==> config.mk <==
export PLATFORM = sky130hd
export DESIGN_NAME = gray_to_binary_seq
export DESIGN_NICKNAME = d
export VERILOG_FILES = /design/src/rtl/gray_pkg.sv /design/src/rtl/gray_adj_checker.sv /design/src/rtl/gray_to_binary_seq.sv
export SDC_FILE = /design/constraint.sdc
export NUM_CORES = 1
export LEC_CHECK = 0
export CORE_MARGIN = 8
export CORE_UTILIZATION = 40
export DETAILED_ROUTE_END_ITERATION = 12
export PLACE_DENSITY = 0.79
export SYNTH_ARGS = -nofsm -noshare
export SYNTH_HDL_FRONTEND = slang
export SYNTH_SLANG_ARGS = --single-unit
==> constraint.sdc <==
create_clock -name clk -period 1.31 [get_ports clk]
set_input_delay 0.131 -clock clk [delete_from_list [all_inputs] [get_ports clk]]
set_output_delay 0.131 -clock clk [all_outputs]
set_load 0.01 [all_outputs]
==> src/rtl/gray_pkg.sv <==
// rtl/gray_pkg.sv - shared Gray-code types, limits and popcount helper
package gray_pkg;

    localparam int GRAY_MAX_WIDTH = 32;

    typedef enum logic [1:0] {
        IDLE,
        DECODE,
        DONE
    } gray_dec_state_t;

    function automatic int unsigned gray_popcount(input logic [GRAY_MAX_WIDTH-1:0] v);
        int unsigned n;
        n = 0;
        for (int i = 0; i < GRAY_MAX_WIDTH; i++) begin
            n += 32'(v[i]);
        end
        return n;
    endfunction

endpackage

==> src/rtl/gray_adj_checker.sv <==
// rtl/gray_adj_checker.sv - sticky flag for accepted Gray words that are not one-bit neighbours
module gray_adj_checker
    import gray_pkg::*;
#(
    parameter int WIDTH = 4
) (
    input  logic             clk,
    input  logic             reset,
    input  logic             accept,
    input  logic [WIDTH-1:0] gray_in,
    output logic             step_error
);

    logic [WIDTH-1:0] prev_gray_q, prev_gray_d;
    logic             have_prev_q, have_prev_d;
    logic             step_error_q, step_error_d;

    always_comb begin
        prev_gray_d  = prev_gray_q;
        have_prev_d  = have_prev_q;
        step_error_d = step_error_q;
        if (accept) begin
            prev_gray_d = gray_in;
            have_prev_d = 1'b1;
            // a repeated word (distance 0) counts as a violation too
            if (have_prev_q &&
                gray_popcount(GRAY_MAX_WIDTH'(prev_gray_q ^ gray_in)) != 1) begin
                step_error_d = 1'b1;
            end
        end
    end

    always_ff @(posedge clk) begin
        if (reset) begin
            prev_gray_q  <= '0;
            have_prev_q  <= 1'b0;
            step_error_q <= 1'b0;
        end else begin
            prev_gray_q  <= prev_gray_d;
            have_prev_q  <= have_prev_d;
            step_error_q <= step_error_d;
        end
    end

    assign step_error = step_error_q;

endmodule

==> src/rtl/gray_to_binary_seq.sv <==
// rtl/gray_to_binary_seq.sv - bit-serial MSB-first Gray-to-binary decoder; GRAY_DEC_ADJ_CHECK_EN adds step_error
module gray_to_binary_seq
    import gray_pkg::*;
#(
    parameter int WIDTH = 4
) (
    input  logic             clk,
    input  logic             reset,
    input  logic             in_valid,
    output logic             in_ready,
    input  logic [WIDTH-1:0] gray_in,
    output logic             out_valid,
    input  logic             out_ready,
    output logic [WIDTH-1:0] bin_out,
    output logic             step_error
);

    localparam int IDX_W = (WIDTH > 1) ? $clog2(WIDTH) : 1;
    // the MSB of the Gray word is consumed on the acceptance edge, so only the rest is kept
    localparam int G_W   = (WIDTH > 1) ? WIDTH - 1 : 1;

    gray_dec_state_t  state_q, state_d;
    logic [IDX_W-1:0] idx_q, idx_d;
    logic [G_W-1:0]   g_q, g_d;
    logic [WIDTH-1:0] bin_q, bin_d;
    logic             in_ready_q, in_ready_d;
    logic             out_valid_q, out_valid_d;
    logic             accept;

    assign accept = in_valid & in_ready_q;

    always_ff @(posedge clk) begin
        if (reset) begin
            state_q     <= IDLE;
            idx_q       <= '0;
            g_q         <= '0;
            bin_q       <= '0;
            in_ready_q  <= 1'b1;
            out_valid_q <= 1'b0;
        end else begin
            state_q     <= state_d;
            idx_q       <= idx_d;
            g_q         <= g_d;
            bin_q       <= bin_d;
            in_ready_q  <= in_ready_d;
            out_valid_q <= out_valid_d;
        end
    end

    always_comb begin
        state_d = state_q;
        idx_d   = idx_q;
        g_d     = g_q;
        bin_d   = bin_q;
        case (state_q)
            IDLE: begin
                if (accept) begin
                    g_d               = gray_in[G_W-1:0];
                    bin_d[WIDTH-1]    = gray_in[WIDTH-1];
                    if (WIDTH == 1) begin
                        state_d = DONE;
                    end else begin
                        idx_d   = IDX_W'(WIDTH - 2);
                        state_d = DECODE;
                    end
                end
            end
            DECODE: begin
                for (int i = 0; i < WIDTH - 1; i++) begin
                    if (idx_q == IDX_W'(i)) begin
                        bin_d[i] = bin_q[i+1] ^ g_q[i];
                    end
                end
                if (idx_q == '0) begin
                    state_d = DONE;
                end else begin
                    idx_d = idx_q - 1'b1;
                end
            end
            DONE: begin
                if (out_ready) begin
                    state_d = IDLE;
                end
            end
            default: state_d = IDLE;
        endcase
    end

    // handshake flags are registered from the next state so they never combine inputs
    always_comb begin
        in_ready_d  = (state_d == IDLE);
        out_valid_d = (state_d == DONE);
    end

    assign in_ready  = in_ready_q;
    assign out_valid = out_valid_q;
    assign bin_out   = bin_q;

`ifdef GRAY_DEC_ADJ_CHECK_EN
    gray_adj_checker #(
        .WIDTH(WIDTH)
    ) u_adj_checker (
        .clk       (clk),
        .reset     (reset),
        .accept    (accept),
        .gray_in   (gray_in),
        .step_error(step_error)
    );
`else
    assign step_error = 1'b0;
`endif

endmodule

# ---- Yosys cells after proc, flatten, opt, wreduce, memory -nomap -nowiden
# Cells that the tools add are included.
dict set report totals {
  word_cells 37
  in_bits 8
  register_bits 13
}
dict set report classes {
  muxes 7
  n_bitwise 4
  n_eq_ne 7
  n_reduce_logical 9
  n_addsub 1
}
# op count
set op_table {}
lappend op_table {{$mux 2} 5}
lappend op_table {{$reduce_and 2->1} 4}
lappend op_table {{$eq 2x2->1 const B} 3}
lappend op_table {{$logic_not 2->1} 3}
lappend op_table {{$pmux 2 s3} 1}
lappend op_table {{$eq 2x1->1 const B} 2}
lappend op_table {{$ne 2x2->1 const B} 2}
lappend op_table {{$pmux 2 s2} 1}
lappend op_table {{$reduce_and 3->1} 1}
lappend op_table {{$xor 1x1->1} 3}
lappend op_table {{$reduce_bool 2->1} 1}
lappend op_table {{$sub 2x1->2 const B} 1}
lappend op_table {{$and 1x1->1} 1}

# ---- Logic depth before layout (Yosys ltp)
dict set report logic_depth {
  ltp_word 4
  depth_mapped 5
  mapped_depth_nobuf 5
}

# ---- Worst setup path before layout
# OpenSTA, ideal clock, no wires.
dict set report synth_timing {
  path_type {register to register}
  from {register idx_q[0]}
  to {register idx_q[0]}
  slack_ns -0.035
  t_required_ns 1.193
  t_arrival_ns 1.228
  setup_ns 0.117
  path_stages_with_launch 6
  cell_sequence {dfxtp_1 inv_1 ha_1 nor3b_2 nor2_4 a22o_1}
}
dict set report synth_via {
  elab_chain_cells 3
  elab_cells_between_ends 6
  cone_classes {add/sub: 1; eq/ne: 1; mux: 2; reduce/logical: 2}
}
# item line_no
set synth_rtl {}
lappend synth_rtl {{start: declaration} gray_to_binary_seq.sv:23} ;# logic [IDX_W-1:0] idx_q, idx_d;
lappend synth_rtl {{start signal: assignment} gray_to_binary_seq.sv:42} ;# idx_q <= idx_d;
lappend synth_rtl {{$sub 2x1->2 / $logic_not 2->1 (equally long branches)} {gray_to_binary_seq.sv:77, gray_to_binary_seq.sv:74}}
lappend synth_rtl {{$mux 2 / $ne 2x2->1 (equally long branches)} --}
lappend synth_rtl {{$pmux 2 s2 / $reduce_and 3->1 (equally long branches)} --}
# Parallel ways exist; a longest one is shown, timed or not. The select of a mux whose other input is x is not followed.
# A chain may end at the register's enable or synchronous reset.

# ---- Final worst setup path
dict set report layout_timing {
  from {register idx_q[1]}
  to {register idx_q[0]}
}
dict set report layout_via {
  elab_chain_cells 3
}
# item line_no
set layout_rtl {}
lappend layout_rtl {{$logic_not 2->1} gray_to_binary_seq.sv:74} ;# if (idx_q == '0) begin
lappend layout_rtl {{$ne 2x2->1 (no line)} --}
lappend layout_rtl {{$reduce_and 3->1 (no line)} --}
# No other way between the ends.

==> results by group <==
Setup path
  – Required time of the critical path: 1480 ps
  – Crit. End Element: flip-flop
  – Worst setup startpoint: idx_q[1]
  – Kind of start point of the critical path: flip-flop
  – R2R setup slack: 70 ps
  – Maximum fanout count along the critical path: 3
  – Critical Path AT: 1410 ps
  – Crit Path Class: flip-flop to flip-flop
  – Reg-to-reg startpoint: idx_q[1]

Layout
  – Filler Cells Inserted: 120
  – Total number of nets in the final design: 91
  – Final non-filler cell total: 94
  – Growth of design area from synthesis to finish: 46.0%
  – Register Area: 260 sq um
  – Fraction of final layout cells sized beyond drive strength 1: 24.1%
  – Multi-input logic area: 295 sq um
  – Number of inserted diodes: 0
  – Final Core Density: 63.2%
  – Final instance area: 822 sq um

Clock tree
  – Number of buffers added to fix hold violations after cts: 0
  – Level count of the clock H-tree: 1
  – Latest clock arrival within the worst-skew pair: 270 ps
  – Number of buffers inserted during clock tree synthesis: 3
  – CTS tree: yes
  – Setup Buffers After CTS: 0
  – Clk pin slew, worst setup/hold paths: 80 ps
  – Number of buffers on the longest clock path: 2
  – CTS sink cnt: 13
  – Root Buffer Master: sky130_fd_sc_hd__clkbuf_4

Synthesis
  – Synth unique cells: 21
  – Cell area after synthesis: 563 sq um
  – Cells after synthesis: 55
  – Syn_nets: 66
  – Cell type with the largest total area after synthesis: sky130_fd_sc_hd__dfxtp_1
  – Sequential share of the synthesized area: 46.2%
  – Average footprint of a synthesized cell: 10.2 sq um
  – Top cells by count, synth: sky130_fd_sc_hd__dfxtp_1, sky130_fd_sc_hd__nor2_1, sky130_fd_sc_hd__mux2i_1
  – Warning count from the yosys run: 0
  – Post-synth EDFFs: 0
  – Share of flip-flops with an asynchronous set or reset: 0%
  – Biggest area contributors in the synthesized netlist: sky130_fd_sc_hd__dfxtp_1, sky130_fd_sc_hd__mux2i_1, sky130_fd_sc_hd__ha_1
  – Synth Register Bits: 13
  – Count leader, synth: sky130_fd_sc_hd__dfxtp_1
  – Area share of the leading cell type in the synthesized netlist: 46.2%
  – Commonest register cell after synthesis: sky130_fd_sc_hd__dfxtp_1

Detailed routing
  – Post-DRT Antenna Nets: 0
  – Total length of routed wires: 1240 um
  – Average wire per standard cell: 13.2 um
  – Detailed-routing iteration count for the pre-antenna-repair pass: 2
  – Iter 0 DRT Violations: 4
  – Routed vias/inst: 4.82
  – DR vias: 453
  – DRC violations left: 0

Place
  – DP Cell Count: 90
  – Placement-stage worst setup slack: -87.5 ps
  – HPWL after detailed placement: 950 um
  – Last weighted congestion value of the routability-driven placer: 0.738
  – Count of buffers inserted at the top-level ports: 13
  – Area after DPL: 777 sq um

GRT
  – Wire length of the first global-routing pass: 2120 um
  – Number of antenna violations at the first check in global routing: 0
  – Pin count of the biggest net entering global routing: 9
  – Number of global-route vias before repair: 491
  – Overflow after GRT: 0
  – GRT Util Overall: 9.91%

Floorplanning
  – DIE WIDTH: 53.5 um
  – Area enclosed by the die boundary: 2860 sq um
  – Count of standard-cell rows: 13
  – Initial cell density of the core: 43.3%
  – DIE HEIGHT: 53.5 um
  – Total I/O pin count: 15
  – Core Box Area: 1300 sq um

Power and ir drop
  – IR Drop Worst-Case VDD: 0.828 mV
  – Cell area power density: 1170 nW/um^2
  – Leakage power summed over all cells: 0.357 nW

Timing
  – Number of slew-limit violations in the final report: 0
  – Setup TNS Final: 0 ps
  – Clock Skew: 4.70 ps
  – Min Tclk post-route: 1240 ps
  – Total count of hold-check failures in the final report: 0
  – Final setup slack of the worst path: 70.5 ps
  – Portion of the clock cycle consumed by the worst path in the final layout: 94.6%
  – Setup repair after global routing missed its margin: true
  – Final number of setup-violating endpoints: 0
  – Maximum achievable frequency: 807 MHz

Hold path
  – Hold Path Origin: gray_in[2]
  – Worst hold-check path type: primary input to flip-flop

Job
  – Max Cap Violations: 0

Outcome
  – Outcome: finished, final reports clean
[report_power, final]
group | switching (mW) | leakage (nW) | internal, mW
combinational | 0.110 | 0.236 | 0.150
sequential | 0.0245 | 0.106 | 0.430
clock | 0.131 | 0.0150 | 0.118
[sequential cells by signal, summed over array words and instances (netlist names)]
name	cells
idx_q	2
bin_out	4
in_ready	1
g_q	3
out_valid	1
state_q	2
[worst max-delay path, stage by stage (launching register included)]
cell and delay, ps:
sky130_fd_sc_hd__dfxtp_1 350, sky130_fd_sc_hd__inv_1 70, sky130_fd_sc_hd__ha_2 190, sky130_fd_sc_hd__nor3b_4 250, sky130_fd_sc_hd__nor2_4 70, sky130_fd_sc_hd__a22o_1 210
[cell families after synthesis]
logic type / share of synthesized area [%]
XOR/XNOR: 4.67
multiplexers: 7.11
flip-flops: 46.2
adder cells (fa/ha/maj): 6.67
AND/OR/NAND/NOR: 14.9
other: 0.666
AO/OA/AOI/OAI: 14.2
buffers and inverters: 5.55
[cell usage in the layout, fill, tap and decap left out]
cell / instances
sky130_fd_sc_hd__or2_1: 1
sky130_fd_sc_hd__nor2_1: 10
sky130_fd_sc_hd__ha_1: 2
sky130_fd_sc_hd__dfxtp_1: 13
sky130_fd_sc_hd__nor2b_1: 1
sky130_fd_sc_hd__mux2i_1: 4
sky130_fd_sc_hd__a22o_1: 1
sky130_fd_sc_hd__clkbuf_1: 1
sky130_fd_sc_hd__inv_1: 2
sky130_fd_sc_hd__dlygate4sd2_1: 3
sky130_fd_sc_hd__buf_4: 11
sky130_fd_sc_hd__clkdlybuf4s50_1: 8
sky130_fd_sc_hd__conb_1: 1
sky130_fd_sc_hd__ha_2: 1
sky130_fd_sc_hd__a211oi_1: 1
sky130_fd_sc_hd__a21oi_1: 3
sky130_fd_sc_hd__a22oi_1: 1
sky130_fd_sc_hd__clkbuf_4: 3
sky130_fd_sc_hd__xnor2_1: 3
sky130_fd_sc_hd__a311oi_1: 3
sky130_fd_sc_hd__dlymetal6s2s_1: 2
sky130_fd_sc_hd__nor4bb_4: 1
sky130_fd_sc_hd__nor3b_4: 1
sky130_fd_sc_hd__a221oi_2: 1
sky130_fd_sc_hd__nor2_4: 1
[stage by stage]
stage          hold WS (ps)  total power, mW
5_1_grt                 522             1.02
6_report                474            0.963
2_1_floorplan           197            0.602
4_1_cts                 464            0.963
3_3_place_gp            498            0.708
3_5_place_dp            509            0.716
[layer usage]
layer | track usage (%) | vias up | routed length (um)
met3 | 2.80 | 2 | 60
met4 | 5.04 | 0 | 10
met2 | 16.2 | 11 | 580
li1 | - | 235 | -
met5 | 0 | - | 0
met1 | 11.5 | 205 | 586
[final cells by class]
type	instances	area share (%)
Sequential cell	13	31.7
Timing Repair Buffer	24	26.0
Clock buffer	4	3.20
Inverter	2	0.913
Tap cell	15	2.28
Multi-Input combinational cell	36	35.9
[path summary, 6_finish.rpt]
check,endpoint,depth (start not counted)
setup / recovery,idx_q[0],5
hold / removal,g_q[2],3
setup reg to reg,idx_q[0],5
hold reg to reg,bin_out[0],2
[what timing repair did]
action	4_1_cts	5_1_grt
setup endpoints to repair	3	7
cloned	0	0
gates resized for setup	3	5
hold endpoints to repair	0	0
pin swaps	0	2
No activity file was read; power rests on OpenSTA's default activity.
